**config.mk**
```make
export PLATFORM = sky130hd
export DESIGN_NAME = jk_bank_sequencer
export DESIGN_NICKNAME = d
export VERILOG_FILES = /design/src/rtl/jk_bank_sequencer.sv
export SDC_FILE = /design/constraint.sdc
export NUM_CORES = 1
export LEC_CHECK = 0
export ABC_AREA = 1
export ABC_CLOCK_PERIOD_IN_PS = 2200
export CAP_MARGIN = 20
export CORE_UTILIZATION = 45
export CTS_CLUSTER_DIAMETER = 80
export DETAILED_ROUTE_END_ITERATION = 10
export GPL_ROUTABILITY_DRIVEN = 0
export PLACE_DENSITY_LB_ADDON = 0.1
export SYNTH_ARGS = -nofsm -noshare
export SYNTH_HDL_FRONTEND = slang
export SYNTH_SLANG_ARGS = --single-unit
export TNS_END_PERCENT = 50
```
**constraint.sdc**
```tcl
create_clock -name clk -period 2.2 [get_ports clk]
set_input_delay 0.66 -clock clk [delete_from_list [all_inputs] [get_ports clk]]
set_output_delay 0.66 -clock clk [all_outputs]
set_load 0.01 [all_outputs]
```
**src/rtl/jk_bank_sequencer.sv**
```systemverilog
// Command sequencer for a bank of JK flops: accepts one command per handshake and
// drives registered j/k for the programmed cycle count. Optional feature: JKSEQ_VERIFY_EN.
module jk_bank_sequencer #(
  parameter int N_FF  = 8,
  parameter int CNT_W = 8
) (
  input  logic             clk,
  input  logic             rst_n,
  input  logic             cmd_valid,
  output logic             cmd_ready,
  input  logic [1:0]       cmd_op,
  input  logic [N_FF-1:0]  cmd_mask,
  input  logic [CNT_W-1:0] cmd_count,
  input  logic             abort,
  output logic [N_FF-1:0]  j,
  output logic [N_FF-1:0]  k,
  input  logic [N_FF-1:0]  q_in,
  output logic             busy,
  output logic             done,
`ifdef JKSEQ_VERIFY_EN
  output logic             err,
  output logic [N_FF-1:0]  mismatch,
`endif
  output logic [1:0]       state_dbg
);

  // Handshake: a command transfers on a rising edge where cmd_valid && cmd_ready;
  // the source holds cmd_valid and the bus stable until then, and the bus is
  // looked at only on that edge.
  typedef enum logic [1:0] {
    IDLE = 2'd0,
    RUN  = 2'd1,
    DONE = 2'd2
  } state_e;

  state_e           state_q, state_d;
  logic [CNT_W-1:0] remaining_q, remaining_d;
  logic [N_FF-1:0]  j_q, j_d;
  logic [N_FF-1:0]  k_q, k_d;

  always_ff @(posedge clk or negedge rst_n) begin
    if (!rst_n) begin
      state_q <= IDLE;
    end else begin
      state_q <= state_d;
    end
  end

  always_comb begin
    state_d = state_q;
    case (state_q)
      IDLE: if (cmd_valid) state_d = RUN;
      RUN:  if (remaining_q == CNT_W'(1) || abort) state_d = DONE;
      DONE: state_d = IDLE;
      default: state_d = IDLE;
    endcase
  end

  always_comb begin
    cmd_ready = (state_q == IDLE);
    busy      = (state_q == RUN) || (state_q == DONE);
    done      = (state_q == DONE);
    state_dbg = state_q;
    j         = j_q;
    k         = k_q;
  end

  // op bit 1 drives J and op bit 0 drives K, which yields hold/clear/set/toggle.
  always_comb begin
    remaining_d = remaining_q;
    j_d         = j_q;
    k_d         = k_q;
    case (state_q)
      IDLE: begin
        if (cmd_valid) begin
          remaining_d = (cmd_count == '0) ? CNT_W'(1) : cmd_count;
          j_d         = cmd_op[1] ? cmd_mask : '0;
          k_d         = cmd_op[0] ? cmd_mask : '0;
        end
      end
      RUN: begin
        remaining_d = remaining_q - CNT_W'(1);
        if (state_d == DONE) begin
          j_d = '0;
          k_d = '0;
        end
      end
      default: begin
        j_d = '0;
        k_d = '0;
      end
    endcase
  end

  always_ff @(posedge clk or negedge rst_n) begin
    if (!rst_n) begin
      remaining_q <= '0;
      j_q         <= '0;
      k_q         <= '0;
    end else begin
      remaining_q <= remaining_d;
      j_q         <= j_d;
      k_q         <= k_d;
    end
  end

`ifdef JKSEQ_VERIFY_EN
  logic [N_FF-1:0] shadow_q, shadow_d;
  logic [N_FF-1:0] mismatch_q, mismatch_d;
  logic            err_q, err_d;

  // The shadow follows the bank only on RUN edges, the only edges that apply j/k.
  always_comb begin
    shadow_d   = shadow_q;
    mismatch_d = mismatch_q;
    err_d      = err_q;
    if (state_q == RUN) begin
      shadow_d = (j_q & ~shadow_q) | (~k_q & shadow_q);
    end
    if (state_q == DONE) begin
      mismatch_d = shadow_q ^ q_in;
      err_d      = err_q | (|(shadow_q ^ q_in));
    end
  end

  always_ff @(posedge clk or negedge rst_n) begin
    if (!rst_n) begin
      shadow_q   <= '0;
      mismatch_q <= '0;
      err_q      <= 1'b0;
    end else begin
      shadow_q   <= shadow_d;
      mismatch_q <= mismatch_d;
      err_q      <= err_d;
    end
  end

  assign err      = err_q;
  assign mismatch = mismatch_q;
`else
  logic unused_q_in;
  assign unused_q_in = ^q_in;
`endif

endmodule
```
Word level (Yosys, flattened, before mapping):

Index checks and enable logic that the tools add are counted.

* $add $sub $neg: 1
* equal/unequal tests: 6
* reductions and logical operators: 7
* mux-type cells: 13

Operators by type and width (count)
* 8-bit two-way mux: 7
* 8-bit one-hot mux with 2 select lines: 3
* 8-bit by 1-bit equality test with 1-bit output (second input constant): 1
* 8-bit zero test: 1
* 8-bit by 1-bit subtractor with 8-bit output (second input constant): 1
* 2-bit equality test (second input constant): 2
* 2-bit two-way mux: 2
* 2-bit one-hot mux with 2 select lines: 1
* 2-bit AND reduction: 2
* 2-bit by 1-bit equality test with 1-bit output (second input constant): 1
* 2-bit zero test: 1
* 1-bit logical OR: 2
* 2-bit by 1-bit inequality test with 1-bit output (second input constant): 1
* 2-bit inequality test (second input constant): 1
* 2-bit nonzero test: 1

* word-level logic and storage cells: 31
* register bits after elaboration: 26
* output and inout port bits: 21

Depth between registers and ports, before layout:

Gate-level depths: netlist of run 1.

* depth after elaboration: 7
* gate-level depth with buffers: 13
* depth with buffers taken out: 12

Worst setup path after synthesis of run 1:

No wires, ideal clock.

* kind: register to register
* start: reg state_q[0], in the netlist state_dbg[0]
* end: reg j_q[4], in the netlist j[4]
* buffers on the path: 1
* clock period less this slack: 1.773 ns
* required time: 2.083 ns
* data arrival time: 1.656 ns
* setup slack: 0.427 ns
* cell stages (with the launch flop): 13
* cells stage by stage: dfrtp_1 -> inv_1 -> ha_1 -> inv_2 -> nor2_4 -> inv_2 -> nand2_4 -> nand2_2 -> nand2_2 -> nand3_4 -> buf_2 -> nand3_1 -> nand2_1

* longest elaborated chain between the ends: 5

RTL lines
* from (decl): RTL line 36 `state_e state_q, state_d;`
* from (signal assigned): RTL line 45 `state_q <= state_d;`
* 2-bit zero test
* named net cmd_ready: RTL line 10 `output logic cmd_ready,`
* 2-bit one-hot mux with 2 select lines: RTL line 51 `case (state_q)`
* named net state_d[1]: RTL line 36
* 2-bit equality test: RTL line 83 `if (state_d == DONE) begin`
* 2-bit by 1-bit inequality test with 1-bit output (no line)
* 2-bit AND reduction (no line)
* to (signal assigned): RTL line 102 `j_q <= j_d;`
* to (decl): RTL line 38 `logic [N_FF-1:0] j_q, j_d;`

The timed path passes the listed nets, and every way through them passes these cells.
A chain may end at the register's enable or synchronous reset.

Worst setup path after layout of run 1:

* start: reg state_q[0], in the netlist state_dbg[0]
* end: out busy

* longest elaborated chain between the ends: 2

RTL lines
* 2-bit by 1-bit equality test with 1-bit output / 2-bit equality test (equally long branches): RTL line 61 `busy = (state_q == RUN) || (state_q == DONE);`
* 1-bit logical OR (*): RTL line 61
* to (decl): RTL line 18 `output logic busy,`

Mark *: on every way between the ends. The rest lies on a longest branch, timed or not.

==> summary.md, run 1 <==
| Metric | Value |
|---|---|
| Area delta synth->final | 36.46% |
| Internal power | 0.001506 W |
| # rows | 20 |
| Crit Path Category | reg -> out |
| Hold WS | 0.5232 ns |
| Clk sinks | 26 |
| Clk buf depth | 2 |
| Crit end category | output pin |
| CTS tree | done |
| Via count | 1,401 |
| Mean Syn Cell Area | 7.579 µm² |
| Post-DP HPWL | 2496 µm |
| Post-synthesis simple-gate area fraction | 0.3371 |
| Initial Utilization | 0.4766 |
| Clock-pin slew on the worst setup and hold paths | 0.14 ns |
| Wire per inst | 11.78 µm |
| Root Buffer | clkbuf_4 |
| Avg Vias per Cell | 4.968 |
| Grt ovf | 0 |
| Syn Nets | 227 |
| Worst-Margin Slew | 0.3357 ns |
| Outcome | complete, no violations |
| Hold WC Path Type | reg -> reg |
| Hold Path End | k[0] |
| FF-to-FF End | k[1] |
| Yosys warning count | 0 |
| DIE AREA | 3465 µm² |
| Sequential power share | 0.316 |
| Switching power total | 0.001175 W |
| Drt pass-1 iters | 4 |
| DRC errors left | 0 |
| Post-CTS Setup Repair Bufs | 0 |
| Slew HR | 0.7762 |
| Die Span X | 58.87 µm |
| Share of layout cells above drive strength 1 | 0.09664 |
| Total CTS buffers | 3 |
| Gr usage total | 0.2080 |
| R2R cell count | 12 |
| Synth Area in Adders | 0.04299 |
| CP Data Required Time | 1.54 ns |
| Static leakage | 1.006 nW |
| First DRT Iteration DRCs | 59 |
| Setup violations, final | 0 |
| Register area share after synthesis | 0.4471 |
| Synth cell types | 25 |
| Critical register-to-register path startpoint | state_dbg[0] |
| Chip Height | 58.87 µm |
| CTS resizes | 4 |
| Port bufs | 42 |
| Critical Path AT | 1.43 ns |
| Post-Syn Area | 1455 µm² |
| CTS Hold Buffers Added | 0 |
| Hold_sp | k[0] |
| Worst Setup Start Kind | flip-flop |
| Antenna Cells | 0 |
| Max-Cap Viols | 0 |
| Final Routed Wirelength | 3323 µm |
| Crit-path max FO | 5 |
| Fin nets | 274 |
| Mux share of post-synthesis cell area | 0 |
| Tmin final | 2.089 ns |
| Clock Latency Late Sink | 0.32 ns |
| Hold Vio Cnt, Final | 0 |
| Peak VDD IR | 0.7275 mV |
| Clk pwr share | 0.090 |
| Largest family of logic cells by synthesized area | simple AND/OR/NAND/NOR gates |
| RSZ-0062 raised after global routing | no |
| Power share of the combinational group | 0.594 |
| Switching Share | 0.4384 |
| DRT antenna net count | 0 |
| Fin Clk Skew | 0.002589 ns |
| Crit share post-route | 0.9495 |
| R2R Setup Slk | 0.45 ns |
| First-pass GRT wire length | 5423 µm |
| Pin count of the biggest net entering global routing | 27 |
| Htree depth | 1 |
| Final TNS setup | 0 ns |
| Syn Inst Count | 192 |
| Yosys reg bits | 26 |
| Vias in the first global route | 1,351 |
| Num ports | 51 |
| Initial antenna violation count | 0 |
| Slew Viols, Final | 0 |
| Peak Freq | 478.7 MHz |
| XOR/XNOR Fraction of Synth Area | 0.01806 |
| Post-synthesis compound-gate area fraction | 0.06707 |
| Power density over the cells | 1350 nW/µm² |
| Core box area | 3053 µm² |
| Worst hold path cell count | 2 |
## cells in the mapped netlist, drive strengths merged
master   n  area (µm²)
buf      5       30.02
or2      1       6.260
nor2    27       111.4
o22ai    4       25.02
nor4     1       6.260
xor2     3       26.28
nand3   20       112.6
o21ai   11       55.05
nand4    1       6.260
nor3b    1       7.510
ha       5       62.56
nor3     2       10.01
dfrtp   26       650.6
nand2   56       230.2
a21oi    2       10.01
inv     26       97.60
o211ai   1       7.510
## stage by stage
stage	worst slack [ns]	util	std cells	power (W)	instance area (µm²)
after floorplan	0.4273	-	192	0.001811	1455
after global placement	0.1452	0.6389	278	0.002426	1951
after detailed placement	0.1137	0.6389	278	0.002477	1951
after CTS	0.08771	0.6504	282	0.002714	1986
after global routing	0.03814	0.6504	282	0.002917	1986
final	0.1111	0.6504	282	0.002681	1986
## how the worst max path moves through the flow
stage,start,end,depth (start not counted)
global placement,cmd_valid,j[6],10
CTS,state_dbg[0],busy,3
floorplan,state_dbg[0],j[4],12
finish,state_dbg[0],busy,3
global route,state_dbg[0],busy,3
detailed placement,cmd_valid,k[1],10
## power groups by stage
stage	Combinational [W]	Clock (W)	Sequential (W)
after detailed placement	0.00162	0	0.000856
final	0.00159	0.000241	0.000847
after global placement	0.00158	0	0.000850
after floorplan	0.000904	0	0.000907
after CTS	0.00161	0.000262	0.000847
after global routing	0.00177	0.000271	0.000872
## final cells by class
cell class,count,area (µm²)
inverter,26,97.59
sequential,26,650.6
multi-input combinational,135,679.4
clock buffer,4,36.28
fill,297,1067
timing repair buffer,47,466.7
tap,44,55.05
## cells in the final DEF, fill, tap and decap left out, types with 2 or more instances in the layout
cell type        instances
nand2_1                 52
clkdlybuf4s50_1         39
dfrtp_1                 26
nor2_1                  25
inv_1                   21
nand3_1                 19
o21ai_0                 11
inv_2                    5
o22ai_1                  4
ha_1                     4
buf_4                    4
xor2_1                   3
clkbuf_4                 3
dlygate4sd2_1            3
nand2_4                  2
nand2_2                  2
a21oi_1                  2
nor3_1                   2
## critical path, stage by stage, from the launching register on
cell and delay [ns]:
dfrtp_1 0.45, inv_1 0.10, ha_2 0.27, dlygate4sd2_1 0.28
## metal layers
layer / routed length (µm) / part of all wire / track usage
met1: 1426 / 0.43 / 0.2335
met5: 0 / 0 / 0
met2: 1734 / 0.52 / 0.3799
met4: 27 / 0.0081 / 0.08163
met3: 134 / 0.040 / 0.04615
## registers in the layout (all words and copies together) (netlist names)
signal,flops
remaining_q,8
j,8
k,8
state_dbg,2
## logic make-up (layout without fill, tap and decap cells)
family,count (synthesis),in the layout
buffers and inverters,31,77
AOI/OAI and AO/OA,18,18
DFF,26,26
adders and majority gates,5,5
and+or+nand+nor,109,109
xor gates and xnor gates,3,3
No activity file was read; power rests on OpenSTA's default activity.
==> inputs of run 2 (changes only) <==
- ABC_CLOCK_PERIOD_IN_PS: 2200 -> 2350
- clock period: 2.2 -> 2.35 ns (I/O delays scaled with it)
==> run 2 against run 1 <==
Critical path depth is the same. Hold slack gained 0.0066 ns. Via count grew 1.0%. Critical path type unchanged. Largest cell class unchanged.
==> summary.md, run 2 (synthesis gave the netlist of run 1 again) <==
| Metric | Value |
|---|---|
| R2R Setup Slk | 0.45 ns |
| Fin Clk Skew | 0.01244 ns |
| Power density over the cells | 1306 nW/µm² |
| Post-DP HPWL | 2507 µm |
| First DRT Iteration DRCs | 72 |
| Tmin final | 2.223 ns |
| Clock Latency Late Sink | 0.34 ns |
| Clk sinks | 26 |
| Static leakage | 1.030 nW |
| Seq. cell area | 650.6 µm² |
| Fillers | 298 |
| Antenna Cells | 0 |
| Crit Path Category | reg -> out |
| Drt pass-1 iters | 4 |
| Total CTS buffers | 3 |
| Area delta synth->final | 38.35% |
| Slew Viols, Final | 0 |
| Grt ovf | 0 |
| Outcome | complete, no violations |
| Clk buf depth | 2 |
| Initial Utilization | 0.4766 |
| Hold WS | 0.5298 ns |
| DRC errors left | 0 |
| Initial antenna violation count | 0 |
| RSZ-0062 raised after global routing | no |
| Chip Height | 58.87 µm |
| Max-Cap Viols | 0 |
| Area of the multi-input gates | 679.4 µm² |
| Share of layout cells above drive strength 1 | 0.1042 |
| Core box area | 3053 µm² |
| Vias in the first global route | 1,375 |
| Fin cells | 284 |
| Htree depth | 1 |
| Peak Freq | 449.8 MHz |
| CP max stage cell | clkdlybuf4s50_1 |
| Root Buffer | clkbuf_4 |
| Crit share post-route | 0.9460 |
| # rows | 20 |
| CP Data Required Time | 1.64 ns |
| Final Routed Wirelength | 3451 µm |
| Num ports | 51 |
| Hold WC Path Type | reg -> reg |
| Cells along the critical path | buf_4 > ha_1 > clkdlybuf4s50_1 |
| Crit path largest cell delay | 0.47 ns |
| Clock-pin slew on the worst setup and hold paths | 0.15 ns |
| Pin count of the biggest net entering global routing | 27 |
| Wire per inst | 12.15 µm |
| CP top delay family | buffers and inverters |
| Commonest non-fill, non-tap cells in the layout | nand2_1, clkdlybuf4s50_1, dfrtp_1, nor2_1, inv_1 |
| Peak VDD IR | 0.6877 mV |
| Hold Vio Cnt, Final | 0 |
| Die Span X | 58.87 µm |
| Critical Path AT | 1.52 ns |
| Final TNS setup | 0 ns |
| Fin nets | 276 |
| Worst Setup Start Kind | flip-flop |
| Slew HR | 0.7769 |
| Setup violations, final | 0 |
| DIE AREA | 3465 µm² |
| Worst-Margin Slew | 0.3347 ns |
| CTS tree | done |
| Crit-path max FO | 3 |
| Dpl cells | 278 |
| WP buf/inv | 2 |
| Via count | 1,415 |
| Most common cell after layout, fill and taps aside | nand2_1 |
| Gr usage total | 0.2207 |
| DRT antenna net count | 0 |
| Port bufs | 42 |
| Crit end category | output pin |
| Avg Vias per Cell | 4.982 |
| First-pass GRT wire length | 5782 µm |
## run 2: cell types whose count changed in the layout (fill, tap and decap cells not counted)
cell / before / now
dlygate4sd2_1: 3 / 0
buf_4: 4 / 7
clkbuf_8: 1 / 0
dlymetal6s2s_1: 0 / 2
bufinv_16: 0 / 1
clkdlybuf4s50_1: 39 / 40
buf_12: 1 / 0
## run 2: where the power goes
group          total [W]  switching, W  internal, W
sequential      0.000786      0.000127     0.000659
clock           0.000312      0.000139     0.000173
combinational    0.00153      0.000854     0.000677
## run 2: what timing repair did
| action | 4_1_cts | 5_1_grt |
|---|---|---|
| hold buffers | 0 | 0 |
| resized for setup | 1 | 2 |
| endpoints found under the hold margin | 0 | 0 |
| endpoints found under the setup margin | 2 | 2 |
| buffers inserted | 2 | 0 |
## run 2: path summary, 6_finish.rpt
check / startpoint / cells after the start / endpoint
worst max-delay path: state_dbg[1] / 3 / done
worst min-delay path: k[0] / 2 / k[0]
worst max register to register: state_dbg[0] / 12 / k[6]
worst min register to register: k[0] / 2 / k[0]
max in group asynchronous: rst_n / 2 / j[1]
min in group asynchronous: rst_n / 2 / remaining_q[1]
## run 2: worst min-delay path: cells and delay by family (launching register included)
kind / cells / cell delay [ns]
and+or+nand+nor: 2 / 0.15
DFF: 1 / 0.37
## run 2: metrics by stage
stage	utilization	cell area [µm²]	power, W	setup WS, ns
2_1_floorplan	-	1455	0.001695	0.5773
3_3_place_gp	0.6348	1938	0.002256	0.1598
3_5_place_dp	0.6348	1938	0.002308	0.1183
4_1_cts	0.6578	2008	0.002651	0.02177
5_1_grt	0.6594	2013	0.002844	0.08894
6_report	0.6594	2013	0.002628	0.1269
## run 2: final cells by class
type,instances,share of cell area
Clock buffer,3,0.01119
Inverter,26,0.04848
Tap cell,44,0.02735
Sequential cell,26,0.3232
Multi-Input combinational cell,135,0.3375
Timing Repair Buffer,49,0.2374
Clock inverter,1,0.01492
## run 2: routing by layer
layer	GRT usage	wire, µm
met4	0.07483	46
met2	0.4140	1772
met1	0.2592	1469
met5	0	0
met3	0.02418	162
==> inputs of run 3 (changes only) <==
- SETUP_SLACK_MARGIN: unset -> 0.5
==> run 3 against run 2 <==
Register-to-register slack improved by 0.13 ns. Global-route usage grew 0.89 points. Clock skew is 0.0037 ns lower. Sequential share of layout area decreased by 1.6 points. Utilization grew 3.4 points. Cell area rose by 5.1%. Die area unchanged. Flip-flop and latch count is the same. Critical endpoint is now k[6].
==> summary.md, run 3 (synthesis gave the netlist of run 1 again) <==
| Metric | Value |
|---|---|
| Outcome | complete, no violations |
| R2R Setup Slk | 0.58 ns |
| Die Span X | 58.87 µm |
| Cells along the critical path | clkdlybuf4s50_1 |
| Port bufs | 42 |
| Antenna Cells | 0 |
| Total CTS buffers | 3 |
| CTS tree | done |
| Final instance area | 2116 µm² |
| DIE AREA | 3465 µm² |
| CP max stage cell | clkdlybuf4s50_1 |
| Htree depth | 1 |
| Final Routed Wirelength | 3669 µm |
| First-pass GRT wire length | 5975 µm |
| Power density over the cells | 1302 nW/µm² |
| Clk sinks | 26 |
| Via count | 1,420 |
| Peak Freq | 515.8 MHz |
| First DRT Iteration DRCs | 45 |
| Share of layout cells above drive strength 1 | 0.1694 |
| Crit end category | output pin |
| DRT antenna net count | 0 |
| Clk buf depth | 2 |
| Crit Path Category | reg -> out |
| Pin count of the biggest net entering global routing | 27 |
| RSZ-0062 raised after global routing | yes |
| Initial antenna violation count | 0 |
| Peak VDD IR | 0.8050 mV |
| Avg Vias per Cell | 4.863 |
| Gr usage total | 0.2296 |
| Wire per inst | 12.57 µm |
| Post-DP Area | 1938 µm² |
| Post-DP HPWL | 2507 µm |
| Grt ovf | 0 |
| CP Data Required Time | 1.64 ns |
| Vias in the first global route | 1,395 |
| Num ports | 51 |
| CP top delay family | buffers and inverters |
| Fin nets | 284 |
| WP buf/inv | 1 |
| Clock-pin slew on the worst setup and hold paths | 0.15 ns |
| Chip Height | 58.87 µm |
| Max-Cap Viols | 0 |
| Area delta synth->final | 45.40% |
| Hold WC Path Type | reg -> reg |
| Dpl cells | 278 |
| Worst Setup Start Kind | flip-flop |
| Final TNS setup | 0 ns |
| Setup violations, final | 0 |
| DRC errors left | 0 |
| # rows | 20 |
| Core box area | 3053 µm² |
| Worst-Margin Slew | 0.3363 ns |
| Most common cell after layout, fill and taps aside | nand2_1 |
| Slew HR | 0.7758 |
| Commonest non-fill, non-tap cells in the layout | nand2_1, dfrtp_1, nor2_1, clkdlybuf4s50_1 |
| Fin cells | 292 |
| Tmin final | 1.939 ns |
| Crit-path max FO | 2 |
| Static leakage | 1.144 nW |
| Clock Latency Late Sink | 0.33 ns |
| Slew Viols, Final | 0 |
| Crit path largest cell delay | 0.53 ns |
| Crit share post-route | 0.8250 |
| Fin util | 0.6930 |
| Initial Utilization | 0.4766 |
| CTS Hold Buffers Added | 0 |
| Hold Vio Cnt, Final | 0 |
| Fin Clk Skew | 0.008706 ns |
| Drt pass-1 iters | 4 |
| Root Buffer | clkbuf_4 |
| Critical Path AT | 1.23 ns |
## run 3: cell types whose count changed in the layout (fill, tap and decap cells not counted), moves of 4 or more
cell	delta
buf_6	+5
dlygate4sd2_1	+13
clkdlybuf4s50_1	-18
buf_4	+4
## run 3: repair_timing
action / CTS / global route
setup endpoints to repair: 37 / 24
setup buffers: 6 / 4
resized for setup: 38 / 8
cloned: 0 / 0
pin swaps: 1 / 1
## run 3: per-layer routing
layer / wire length (µm) / vias to the layer above / track usage
li1: - / 712 / -
met4: 45 / 0 / 0.07483
met2: 1951 / 30 / 0.4318
met3: 132 / 5 / 0.02418
met5: 0 / - / 0
met1: 1539 / 673 / 0.2705
## run 3: power breakdown
group,switching [W],internal [W],total (W)
Clock,0.000139,0.000173,0.000311
Combinational,0.000925,0.000734,0.00166
Sequential,0.000125,0.000659,0.000784
## run 3: area by class of cell
class,instances,area [µm²]
fill,283,937.1
multi-input combinational,135,715.7
sequential,26,650.6
timing repair buffer,57,544.3
inverter,26,97.59
tap,44,55.05
clock inverter,1,30.03
clock buffer,3,22.52
## run 3: final timing paths
check	from	end	cells past startpoint
hold / removal	k[0]	k[0]	2
min in group asynchronous	rst_n	remaining_q[7]	2
setup / recovery	k[6]	k[6]	1
max in group asynchronous	rst_n	remaining_q[0]	2
hold reg to reg	k[0]	k[0]	2
setup reg to reg	state_dbg[0]	j[1]	12
## run 3: tightest hold or removal path: cells and delay by family (launching register included)
kind | cells | cell delay [ns]
DFF | 1 | 0.37
and+or+nand+nor | 2 | 0.13
## run 3: stage by stage
| step | hold WS [ns] | total power [W] | worst slack (ns) |
|---|---|---|---|
| detailed placement | 0.4931 | 0.002308 | 0.1183 |
| floorplan | 0.4094 | 0.001695 | 0.5773 |
| finish | 0.5189 | 0.002755 | 0.4111 |
| CTS | 0.5303 | 0.002656 | 0.3997 |
| global route | 0.5535 | 0.002977 | 0.3810 |
| global placement | 0.4934 | 0.002256 | 0.1598 |
